**config.mk**
```make
export PLATFORM = sky130hd
export DESIGN_NAME = demux_l1_sched
export DESIGN_NICKNAME = d
export VERILOG_FILES = /design/src/rtl/demux_l1_pkg.sv /design/src/rtl/demux_l1_idle_timer.sv /design/src/rtl/demux_l1_sched.sv
export SDC_FILE = /design/constraint.sdc
export NUM_CORES = 1
export LEC_CHECK = 0
export ABC_AREA = 1
export CAP_MARGIN = 10
export CORE_UTILIZATION = 40
export CTS_BUF_LIST = sky130_fd_sc_hd__clkbuf_2 sky130_fd_sc_hd__clkbuf_4 sky130_fd_sc_hd__clkbuf_8
export DETAILED_ROUTE_END_ITERATION = 16
export PLACE_DENSITY = 0.91
export SYNTH_ARGS = -nofsm -noshare
export SYNTH_HDL_FRONTEND = slang
export SYNTH_SLANG_ARGS = --single-unit
```
**constraint.sdc**
```tcl
create_clock -name clk_2f -period 1.7 [get_ports clk_2f]
set_clock_uncertainty 0.2 [all_clocks]
set_input_delay 0.425 -clock clk_2f [delete_from_list [all_inputs] [get_ports clk_2f]]
set_output_delay 0.425 -clock clk_2f [all_outputs]
set_load 0.005 [all_outputs]
```
**src/rtl/demux_l1_pkg.sv**
```systemverilog
// Shared types and defaults for the layer-1 demux selector scheduler.
package demux_l1_pkg;

  typedef enum logic [1:0] {
    StIdle   = 2'd0,
    StActive = 2'd1,
    StHold   = 2'd2
  } state_e;

  localparam int unsigned IDLE_TO_DEFAULT = 4;

endpackage

```
**src/rtl/demux_l1_idle_timer.sv**
```systemverilog
// Idle-gap counter: counts consecutive idle cycles and flags the last one before timeout.
module demux_l1_idle_timer
  import demux_l1_pkg::*;
#(
  parameter int unsigned IDLE_TO = IDLE_TO_DEFAULT
) (
  input  logic clk_i,
  input  logic reset_i,
  input  logic clr_i,
  input  logic inc_i,
  output logic timeout_o
);

  logic [3:0] idle_q, idle_d;

  assign timeout_o = (idle_q == 4'(IDLE_TO - 1));

  // Wrap back to zero on the timeout cycle so the next ACTIVE stint starts clean.
  always_comb begin
    idle_d = idle_q;
    if (clr_i) begin
      idle_d = '0;
    end else if (inc_i) begin
      idle_d = timeout_o ? 4'd0 : idle_q + 4'd1;
    end
  end

  always_ff @(posedge clk_i) begin
    if (reset_i) begin
      idle_q <= '0;
    end else begin
      idle_q <= idle_d;
    end
  end

endmodule

```
**src/rtl/demux_l1_sched.sv**
```systemverilog
// Selector scheduler for the layer-1 1:2 demux pair; control only, data bypasses it.
// Define DEMUX_L1_SCHED_CNT_EN to implement the per-selector routed-word counters.
module demux_l1_sched
  import demux_l1_pkg::*;
#(
  parameter int unsigned IDLE_TO = IDLE_TO_DEFAULT,
  parameter int unsigned CNT_W   = 8
) (
  input  logic             clk_2f,
  input  logic             reset,
  input  logic             valid0,
  input  logic             valid1,
  input  logic             pause0,
  input  logic             pause1,
  input  logic             pause2,
  input  logic             pause3,
  output logic             selectorL1,
  output logic             validg0,
  output logic             validg1,
  output logic             stall,
  output logic [CNT_W-1:0] cnt_sel0,
  output logic [CNT_W-1:0] cnt_sel1
);

  state_e state_q, state_d;
  logic   sel_q, sel_d;
  logic   blocked, any_v, accept;
  logic   idle_clr, idle_inc, timeout;

  // Only the output pair the selector currently points at can block.
  assign blocked = sel_q ? (pause1 | pause3) : (pause0 | pause2);
  assign any_v   = valid0 | valid1;
  assign accept  = any_v & ~blocked;

  assign selectorL1 = sel_q;
  assign validg0    = valid0 & ~blocked & ~reset;
  assign validg1    = valid1 & ~blocked & ~reset;
  assign stall      = any_v & blocked & ~reset;

  always_comb begin
    state_d  = state_q;
    sel_d    = sel_q;
    idle_clr = 1'b1;
    idle_inc = 1'b0;
    unique case (state_q)
      StIdle: begin
        sel_d = 1'b0;
        if (accept) begin
          state_d = StActive;
          sel_d   = 1'b1;
        end else if (any_v) begin
          state_d = StHold;
        end
      end
      StActive: begin
        if (accept) begin
          sel_d = ~sel_q;
        end else if (any_v) begin
          state_d = StHold;
        end else begin
          idle_clr = 1'b0;
          idle_inc = 1'b1;
          if (timeout) begin
            state_d = StIdle;
            sel_d   = 1'b0;
          end
        end
      end
      StHold: begin
        if (!blocked) begin
          state_d = StActive;
          if (any_v) begin
            sel_d = ~sel_q;
          end
        end
      end
      default: begin
        state_d = StIdle;
        sel_d   = 1'b0;
      end
    endcase
  end

  always_ff @(posedge clk_2f) begin
    if (reset) begin
      state_q <= StIdle;
      sel_q   <= 1'b0;
    end else begin
      state_q <= state_d;
      sel_q   <= sel_d;
    end
  end

  demux_l1_idle_timer #(
    .IDLE_TO(IDLE_TO)
  ) u_idle_timer (
    .clk_i    (clk_2f),
    .reset_i  (reset),
    .clr_i    (idle_clr),
    .inc_i    (idle_inc),
    .timeout_o(timeout)
  );

`ifdef DEMUX_L1_SCHED_CNT_EN
  logic [CNT_W-1:0] cnt0_q, cnt1_q;

  // The counter credited is the one for the selector value before the toggle.
  always_ff @(posedge clk_2f) begin
    if (reset) begin
      cnt0_q <= '0;
      cnt1_q <= '0;
    end else if (accept) begin
      if (sel_q) begin
        cnt1_q <= cnt1_q + CNT_W'(1);
      end else begin
        cnt0_q <= cnt0_q + CNT_W'(1);
      end
    end
  end

  assign cnt_sel0 = cnt0_q;
  assign cnt_sel1 = cnt1_q;
`else
  assign cnt_sel0 = '0;
  assign cnt_sel1 = '0;
`endif

endmodule

```
After elaboration in Yosys (flattened, before gate mapping)

Index checks and enable logic that the tools add are counted.
Widths: inputs -> output; s select.

Add/subtract/negate cells: 1
Equality and inequality tests: 10
Mux-type cells: 22
Bitwise logic cells: 13
Reduce and logical (&&, ||, !) cells: 4

Operators by type and width:

| kind                | count |
|---|---|
| $mux 1              | 13 |
| $mux 2              | 6 |
| $reduce_and 4->1    | 2 |
| $and 1x1->1         | 7 |
| $ne 2x2->1 const B  | 3 |
| $ne 3x2->1 const B  | 2 |
| $ne 3x3->1 const B  | 2 |
| $pmux 2 s3          | 1 |
| $add 4x1->4 const B | 1 |
| $eq 4x2->1 const B  | 1 |
| $mux 4              | 1 |
| $not 1->1           | 3 |
| $or 1x1->1          | 3 |
| $pmux 1 s3          | 1 |
| $eq 2x1->1 const B  | 1 |
| $eq 2x2->1 const B  | 1 |
| $logic_not 2->1     | 1 |
| $reduce_or 2->1     | 1 |

Bits in registers: 7
Input bits: 8
Output and inout bits: 20

Depth between registers and ports, before layout

Word-level depth: 7
Depth in mapped cells: 9
Depth with buffers taken out: 9

Modules after synthesis

Synthesis repeated with hierarchy kept, for this count alone.

Cell total of the unflattened synthesis: 104
Area, all modules: 674.4 um^2

By module, submodules not included:

| module              | instances | cells each | area each (um^2) | seq. area each (um^2) |
|---|---|---|---|---|
| demux_l1_sched      | 1         | 76         | 476.7            | 60.1 |
| demux_l1_idle_timer | 1         | 28         | 197.7            | 80.1 |

Least setup slack after synthesis

OpenSTA, ideal clock, no wires.

Path kind: input to output
Start: input pause3
End: output validg0
Arrival time: 0.851 ns
Slack: 0.224 ns
Stages: 5
Cell sequence: nor2_1 > nand2_1 > nand2_2 > nand2_1 > nor2_1

Cells in the longest elaborated chain, start to end: 5

Ends and longest elaborated chain:

| element                   | line                 | source |
|---|---|---|
| start, declared           | demux_l1_sched.sv:16 | `input logic pause3,` |
| $or 1x1->1                | demux_l1_sched.sv:31 | `assign blocked = sel_q ? (pause1 \| pause3) : (pause0 \| pause2);` |
| $mux 1                    | demux_l1_sched.sv:31 |  |
| $not 1->1                 | demux_l1_sched.sv:36 | `assign validg0 = valid0 & ~blocked & ~reset;` |
| $and 1x1->1 (2 in series) | demux_l1_sched.sv:36 |  |
| end, declared             | demux_l1_sched.sv:18 | `output logic validg0,` |

Every way passes these cells.

Worst setup path after layout

Start: register sel_q (netlist: selectorL1)
End: output validg1

Cells in the longest elaborated chain, start to end: 4

Ends and longest elaborated chain:

| element                   | line                 | source |
|---|---|---|
| start, declared           | demux_l1_sched.sv:26 | `logic sel_q, sel_d;` |
| start signal, assigned    | demux_l1_sched.sv:90 | `sel_q <= sel_d;` |
| $mux 1                    | demux_l1_sched.sv:31 |  |
| $not 1->1                 | demux_l1_sched.sv:37 | `assign validg1 = valid1 & ~blocked & ~reset;` |
| $and 1x1->1 (2 in series) | demux_l1_sched.sv:37 |  |
| end, declared             | demux_l1_sched.sv:19 | `output logic validg1,` |

Every way passes these cells.

==> out/results.txt <==
Max Buffers Root-to-Sink -> 2
Hold WS -> 0.250 ns
Rows -> 13
die width -> 39.3 um
Switching Share -> 40.6%
Area Overhead vs Synth -> 41.6%
P_sw -> 369 uW
crit path kind -> register to output pin
Pwr Total -> 909 uW
layout cell share with drive strength beyond 1 -> 33.6%
WL/cell -> 9.45 um
Placement Setup Slack -> -0.724 ns
final wirelength -> 1270 um
initial antenna violation count -> 0
die extent in y -> 39.3 um
Detail Route Antenna Nets -> 0
min Tclk post-route -> 1.73 ns
latest clock arrival within the worst-skew pair -> 0.25 ns
Syn. warnings -> 0
Worst Path Required -> 1.07 ns
most frequent cells in the layout -> nand2_1 (21), conb_1 (16), buf_4 (14)
Max Fclk -> 0.578 GHz
Hold Buf Count CTS -> 0
total negative slack -> -0.0551 ns
DRC -> 0
DP Area -> 689 um^2
hold crit path type -> register to register
PortBufs -> 11
Pint -> 540 uW
P per Cell Area -> 1150 mW/mm^2
final core occ -> 60.6%
first-pass detailed-route iteration total -> 2
failing checks -> negative setup slack
CP arrival -> 1.10 ns
DR iter-0 viols -> 2
Peak supply drop -> 0.535 mV
CP Capture Type -> output pin
CTS root buffer -> clkbuf_4
Comb power frac -> 55.7%
Placer Congestion -> 0.929
CP Max Fanout -> 3
vias in the first global route -> 503
Finished Layout Cells -> 134
initial core utilization -> 42.8%
diode count -> 0
core box area -> 0.00130 mm^2
HPWL after detailed placement -> 923 um
CTS sink cnt -> 7
Worst setup SP type -> register
Max Cap Viol -> 0
cell area after synthesis -> 557 um^2
vias -> 595
H-tree depth -> 1
FF+latch count, synth -> 7
unrepaired setup endpoints after global routing -> true
Nets -> 129
Syn Area/Cell -> 6.12 um^2
Hold Vio Cnt, Final -> 0
TritonCTS clock tree -> done
setup ws final -> -0.0293 ns
register area share after synthesis -> 25.2%
cts bufs inserted -> 3
fin crit share -> 102%
GRT Util Overall -> 18.1%
largest net degree at the start of global routing -> 6
commonest non-fill, non-tap cell in the layout -> nand2_1
via-per-instance ratio -> 4.44
Reg power frac -> 26.3%
design area -> 788 um^2
first-pass GRT wire length -> 1860 um
GRT Residual Overflow -> 0
IO Count -> 28
post-synth cell types -> 16
die area -> 0.00155 mm^2
Setup-failing EPs final -> 2
Reg clk slew, reported paths -> 0.05 ns
Post-Synthesis Cells -> 91
Leak -> 0.443 nW
placed cells -> 125
Final Max Tran Viols -> 0
run status -> finished with violations
clock power share -> 17.9%
[critical path, cell delays in order (launching register included)]
cell and delay, ns:
dfxtp_2 0.33, nor2_2 0.11, nand2_2 0.08, nand2_4 0.10, nand2_4 0.06, nor2_2 0.06
buf_2 0.11
[per-layer routing]
layer,vias to the layer above,wire (um),track usage (%),part of all wire [%]
met2,21,686,34.2,54
met3,0,75,8.52,5.9
met4,0,0,6.03,0
met1,271,504,16.8,40
li1,303,-,-,-
met5,-,0,0,0
[layout make-up]
class | instances | area (um^2)
tap | 15 | 18.8
inverter | 11 | 41.3
fill | 121 | 513
multi-input combinational | 72 | 377
clock buffer | 4 | 30.0
timing repair buffer | 25 | 180
sequential | 7 | 141
[worst paths after layout]
kind	from	to	slack [ns]	cells past startpoint
max	selectorL1	validg1	-0.03	6
min	u_idle_timer.idle_q[0]	u_idle_timer.idle_q[0]	0.25	1
max reg2reg	selectorL1	state_q[0]	0.15	10
min reg2reg	u_idle_timer.idle_q[0]	u_idle_timer.idle_q[0]	0.25	1
[flip-flops by register name, indices dropped and copies added, names as in the netlist]
name,cells
u_idle_timer.idle_q,4
state_q,2
selectorL1,1
[repair_timing]
item	in CTS	in global routing
pin swaps	9	11
setup endpoints to repair	7	6
resized for setup	36	10
buffers inserted	5	1
[cells in the mapped netlist]
library cell	n	area share, %
o21ai_0	2	1.8
nand2_2	1	1.1
nor2_2	2	2.2
xor2_1	1	1.6
a21oi_1	2	1.8
nor2_1	14	9.4
nor3_1	1	0.90
nand3_1	5	4.5
inv_1	11	7.4
xnor2_1	1	1.6
and3_1	1	1.1
nand2_1	25	17
dfxtp_1	7	25
conb_1	1	0.67
buf_4	16	22
ha_1	1	2.2
[power by group through the flow]
stage / Clock [mW] / Combinational [mW] / Sequential, mW
3_3_place_gp: 0 / 0.393 / 0.235
4_1_cts: 0.168 / 0.446 / 0.236
3_5_place_dp: 0 / 0.417 / 0.234
6_report: 0.163 / 0.507 / 0.239
5_1_grt: 0.176 / 0.567 / 0.242
2_1_floorplan: 0 / 0.281 / 0.233
[kinds of logic (layout without fill, tap and decap cells)]
group | after synthesis | in the layout | synth area share, %
compound gates | 4 | 4 | 3.60
simple gates | 49 | 49 | 36.2
other cells | 1 | 16 | 0.674
buf+inv | 27 | 40 | 29.0
flops | 7 | 7 | 25.2
xor+xnor | 2 | 2 | 3.15
fa+ha+maj | 1 | 1 | 2.25
No activity file was read; power rests on OpenSTA's default activity.
